## config.mk

```make
export PLATFORM = sky130hd
export DESIGN_NAME = approx_adder_arbiter
export DESIGN_NICKNAME = d
export VERILOG_FILES = /design/src/rtl/approx_adder_arbiter.sv
export SDC_FILE = /design/constraint.sdc
export NUM_CORES = 1
export LEC_CHECK = 0
export BUFFER_PORTS_ARGS = -buffer_cell sky130_fd_sc_hd__buf_2
export CORE_MARGIN = 3
export CORE_UTILIZATION = 25
export CTS_CLUSTER_SIZE = 24
export DETAILED_ROUTE_END_ITERATION = 10
export HOLD_SLACK_MARGIN = 0.1
export SYNTH_ARGS = -nofsm -noshare
export SYNTH_HDL_FRONTEND = slang
export SYNTH_SLANG_ARGS = --single-unit
```

## constraint.sdc

```tcl
create_clock -name clk -period 4.9 [get_ports clk]
set_clock_uncertainty 0.1 [all_clocks]
set_input_delay 1.225 -clock clk [delete_from_list [all_inputs] [get_ports clk]]
set_output_delay 1.225 -clock clk [all_outputs]
set_load 0.005 [all_outputs]
```

## src/rtl/approx_adder_arbiter.sv

```systemverilog
// Round-robin sequencer that time-shares one external approximate adder among
// N_REQ requesters and counts results that differ from the exact sum.
module approx_adder_arbiter #(
    parameter int          N_REQ   = 4,
    parameter int          WIDTH   = 16,
    parameter int          ID_W    = 2,
    parameter logic [15:0] ERR_SAT = 16'hFFFF  // value at which err_cnt stops counting
) (
    input  logic                   clk,
    input  logic                   rst_n,
    input  logic [N_REQ-1:0]       req_valid,
    output logic [N_REQ-1:0]       req_ready,
    input  logic [N_REQ*WIDTH-1:0] req_a,
    input  logic [N_REQ*WIDTH-1:0] req_b,
    output logic [WIDTH-1:0]       adder_a,
    output logic [WIDTH-1:0]       adder_b,
    input  logic [WIDTH:0]         adder_sum,
    output logic                   rsp_valid,
    input  logic                   rsp_ready,
    output logic [WIDTH:0]         rsp_sum,
    output logic [ID_W-1:0]        rsp_id,
    input  logic                   err_clr,
    output logic [15:0]            err_cnt
);
    typedef enum logic [1:0] {IDLE, EXEC, RESP} state_t;

    state_t            state_reg, state_next;
    logic [ID_W-1:0]   rr_ptr_reg;
    logic [WIDTH-1:0]  op_a_reg, op_b_reg;
    logic [WIDTH:0]    rsp_sum_reg;
    logic [ID_W-1:0]   rsp_id_reg;
    logic [15:0]       err_cnt_reg;

    logic              grant_found;
    logic [ID_W-1:0]   grant_id;
    logic [ID_W-1:0]   cand_id;
    logic [WIDTH:0]    exact_sum;
    logic [WIDTH-1:0]  a_arr [N_REQ];
    logic [WIDTH-1:0]  b_arr [N_REQ];

    generate
        for (genvar gi = 0; gi < N_REQ; gi++) begin : g_unpack
            assign a_arr[gi] = req_a[gi*WIDTH +: WIDTH];
            assign b_arr[gi] = req_b[gi*WIDTH +: WIDTH];
        end
    endgenerate

    // Scan from farthest to nearest so the first valid index after rr_ptr wins.
    always_comb begin
        grant_found = 1'b0;
        grant_id    = '0;
        cand_id     = '0;
        for (int k = N_REQ; k >= 1; k--) begin
            cand_id = ID_W'((int'(rr_ptr_reg) + k) % N_REQ);
            if (req_valid[cand_id]) begin
                grant_found = 1'b1;
                grant_id    = cand_id;
            end
        end
    end

    always_comb begin
        req_ready = '0;
        if (state_reg == IDLE && grant_found) begin
            req_ready[grant_id] = 1'b1;
        end
    end

    always_comb begin
        state_next = state_reg;
        case (state_reg)
            IDLE:    if (grant_found) state_next = EXEC;
            EXEC:    state_next = RESP;
            RESP:    if (rsp_ready) state_next = IDLE;
            default: state_next = IDLE;
        endcase
    end

    assign exact_sum = {1'b0, op_a_reg} + {1'b0, op_b_reg};

    always_ff @(posedge clk or negedge rst_n) begin
        if (!rst_n) begin
            state_reg   <= IDLE;
            rr_ptr_reg  <= ID_W'(N_REQ - 1);
            op_a_reg    <= '0;
            op_b_reg    <= '0;
            rsp_sum_reg <= '0;
            rsp_id_reg  <= '0;
            err_cnt_reg <= '0;
        end else begin
            state_reg <= state_next;
            if (state_reg == IDLE && grant_found) begin
                op_a_reg   <= a_arr[grant_id];
                op_b_reg   <= b_arr[grant_id];
                rsp_id_reg <= grant_id;
                rr_ptr_reg <= grant_id;
            end
            if (state_reg == EXEC) begin
                rsp_sum_reg <= adder_sum;
            end
            // A clear always beats a same-cycle increment.
            if (err_clr) begin
                err_cnt_reg <= '0;
            end else if (state_reg == EXEC && exact_sum != adder_sum
                         && err_cnt_reg != ERR_SAT) begin
                err_cnt_reg <= err_cnt_reg + 16'd1;
            end
        end
    end

    assign adder_a   = op_a_reg;
    assign adder_b   = op_b_reg;
    assign rsp_valid = (state_reg == RESP);
    assign rsp_sum   = rsp_sum_reg;
    assign rsp_id    = rsp_id_reg;
    assign err_cnt   = err_cnt_reg;
endmodule
```

==> flow_summary.yaml <==
global_route:
  antenna_found_initial: 0
  grt_max_degree: 72
  overflow: 0
  grt_pass1_wl_mm: 26.2
  grt_usage_pct: 15.2
  first_global_vias: 5045
timing:
  tightestPinTransition_ps: 928
  hold_slack_ps: 387
  finalSetupViolCount: 0
  hold_viol: 0
  setup-tns-final_ps: 0
  slew_headroom_pct: 38.2
  fmax_mhz: 257
  drv_slew: 0
  rsz0062_at_grt: "false"
  min_period_over_period_pct: 79.5
  finalCriticalPeriod_ps: 3900
logic_synthesis:
  synthCells: 674
  ys_types: 57
  synth_nets: 845
  yosysSeqAreaShare_pct: 35.3
  ys.flop_type: "dfrtp_1"
  synth_top_area_cell: "dfrtp_1"
  async_flop_share_pct: 100
  avgSynthCellArea_um2: 7.48
  ys_warn_count: 0
  synthTopCellsByCount: "223 x nand2_1, 73 x o21ai_0, 69 x dfrtp_1, 39 x nand3_1, 38 x a21oi_1"
  synth-edff-count: 0
  synth.top_cells.by_area: "dfrtp_1 34%, nand2_1 17%, o21ai_0 7.2%"
  ys_ff_latch: 71
  netlist_area_mm2: 0.00504
  synth.most_common_cell: "nand2_1"
  synth.top_cell.area_share_pct: 34.2
drt:
  wl_per_cell_um: 14.7
  vias_per_cell: 4.67
  routed_wl_mm: 16.8
  ant_nets: 0
  vias: 5346
  first_pass_iters: 5
  drc: 0
  first_iter_violations: 250
finish:
  postLayoutCellArea_mm2: 0.00673
  area_growth_pct: 33.4
  antennaDiodeCount: 0
  drive_gt1_share_pct: 31.3
  multi_input_area_mm2: 0.00309
  largest_reg_flops: 17
  final_nets: 1045
  fillers: 2125
  final_cells: 1144
  final-seq-area_mm2: 0.00178
clock_tree:
  cts_buffer_depth: 2
  clk_pin_slew_ps: 60
  cts_tree: "built"
  cts.hold.buffers_added: 0
  cts_num_sinks: 71
  clkLatencyLatePin_ps: 340
  post_cts_resized: 0
  postCtsSetupBuffers: 0
  cts_buffers: 9
  htreeDepth: 3
  cts_root_buffer: "clkbuf_16"
power:
  peakVddDrop_mv: 0.261
  power.density_mw_per_mm2: 671
  power_leakage_nw: 3.34
  power_switching_mw: 2.09
  clock_power_share_pct: 16.2
  p_comb_share_pct: 60.1
  seq_power_share_pct: 23.7
  swShare_pct: 46.2
  internal_power_mw: 2.43
floorplanning:
  rows: 51
  coreArea_mm2: 0.0197
  ioPinCount: 225
  fp.dieW_um: 148
  chipHeight_um: 148
  initial_core_util_pct: 25.7
  die_area_mm2: 0.0219
critical_path:
  cp-end-kind: "output port"
  cp_slowest_stage_delay_ps: 350
  critPathKind: "in -> out"
  crit_fanout: 13
  reg2reg_depth: 12
  path_cells: "buf_2, nor4_1, or3_2, clkinv_1, nand2_1, nor2_1, buf_2"
  crit_top_cell: "buf_2"
  cp.arrival_ps: 2570
  startpoint_type: "primary input"
  cp_slowest_cell: "nor4_1"
  cp_data_required_time_ps: 3580
min_path:
  min_path_cells: 2
  hp-class: "reg -> reg"
placed_design:
  placedCellCount: 1128
  port_buffers: 224
  postPlaceCellArea_mm2: 0.00640
  gp_congestion: 0.865
  dp.final_hpwl_mm: 13.2
run_status:
  status: "finished, final reports clean"
job:
  max_cap_violations: 0
[path summary, 6_finish.rpt]
check	start	slack, ps	endpoint
worst max register to register	adder_b[0]	1630	err_cnt[13]
max in group asynchronous	rst_n	3170	rsp_sum[13]
worst min register to register	rsp_id[1]	390	rsp_id[1]
worst max-delay path	req_valid[2]	1000	req_ready[3]
min in group asynchronous	rst_n	920	err_cnt[7]
worst min-delay path	rsp_id[1]	390	rsp_id[1]
[placed cells by master (no fill, tap or decap), types with 2 or more instances in the layout]
| cell | netlist | final |
|---|---|---|
| o21ai_0 | 73 | 73 |
| nand4_1 | 7 | 7 |
| nor2_1 | 15 | 15 |
| buf_2 | 3 | 223 |
| or3_1 | 11 | 10 |
| a21oi_2 | 2 | 2 |
| a211oi_4 | 0 | 2 |
| nor3_1 | 4 | 4 |
| inv_1 | 6 | 6 |
| o2111ai_1 | 2 | 2 |
| a21oi_1 | 38 | 38 |
| a211oi_1 | 4 | 2 |
| nor4_1 | 3 | 3 |
| and3_1 | 9 | 9 |
| xnor2_1 | 17 | 17 |
| clkinvlp_4 | 0 | 3 |
| mux2i_1 | 4 | 4 |
| bufinv_16 | 0 | 2 |
| buf_4 | 0 | 7 |
| mux2_2 | 17 | 17 |
| nand2b_1 | 7 | 7 |
| o21a_1 | 3 | 3 |
| a211o_1 | 4 | 3 |
| a21o_1 | 4 | 4 |
| ha_1 | 17 | 17 |
| nand2_1 | 223 | 223 |
| or4_1 | 3 | 3 |
| nand3_1 | 39 | 39 |
| o211ai_1 | 3 | 3 |
| o21ai_1 | 9 | 9 |
| dfrtp_1 | 69 | 69 |
| xor2_1 | 5 | 5 |
| dfstp_2 | 2 | 2 |
| o31ai_1 | 4 | 4 |
| nor2b_1 | 4 | 4 |
| clkbuf_16 | 0 | 9 |
| and2_1 | 3 | 3 |
[metrics by stage]
step / utilization, % / power [mW] / worst slack, ps
2_1_floorplan: - / 2.94 / 932
3_3_place_gp: 32.6 / 3.79 / 1040
3_5_place_dp: 32.6 / 3.81 / 963
4_1_cts: 34.2 / 4.58 / 955
5_1_grt: 34.2 / 4.96 / 821
6_report: 34.2 / 4.51 / 1000
[final cells by class]
cell class	count	share of cell area, %
multi-input cells	555	46.0
clock buffers	10	3.55
repair buffers	230	17.4
well taps	265	4.93
inverters	7	0.390
clock inverters	6	1.36
flip-flops and latches	71	26.4
[power by group through the flow]
stage	clock network (mW)	logic, mW	registers, mW
6_report	0.729	2.71	1.07
5_1_grt	0.790	3.06	1.11
4_1_cts	0.762	2.73	1.08
3_5_place_dp	0	2.72	1.09
3_3_place_gp	0	2.71	1.08
2_1_floorplan	0	1.92	1.02
[cells by family (layout without fill, tap and decap cells)]
family / count (synthesis) / in the layout / synth area share, %
DFF: 71 / 71 / 35.3
adders and majority gates: 18 / 18 / 4.61
xor gates and xnor gates: 23 / 23 / 4.14
muxes: 22 / 22 / 4.81
AOI/OAI and AO/OA: 159 / 159 / 18.4
buffers and inverters: 48 / 253 / 3.94
and+or+nand+nor: 333 / 333 / 28.8
[per-layer routing]
layer	vias up	wire length, um	GRT usage, %
li1	2737	-	-
met2	195	7440	23.5
met4	0	410	5.64
met1	2392	7920	21.0
met5	-	0	0
met3	22	1010	2.91
[worst max-delay path, delay by kind of cell]
kind	cells	cell delay, ps
and+or+nand+nor	4	870
buffers and inverters	3	480
(Power assumes the default switching activity.)
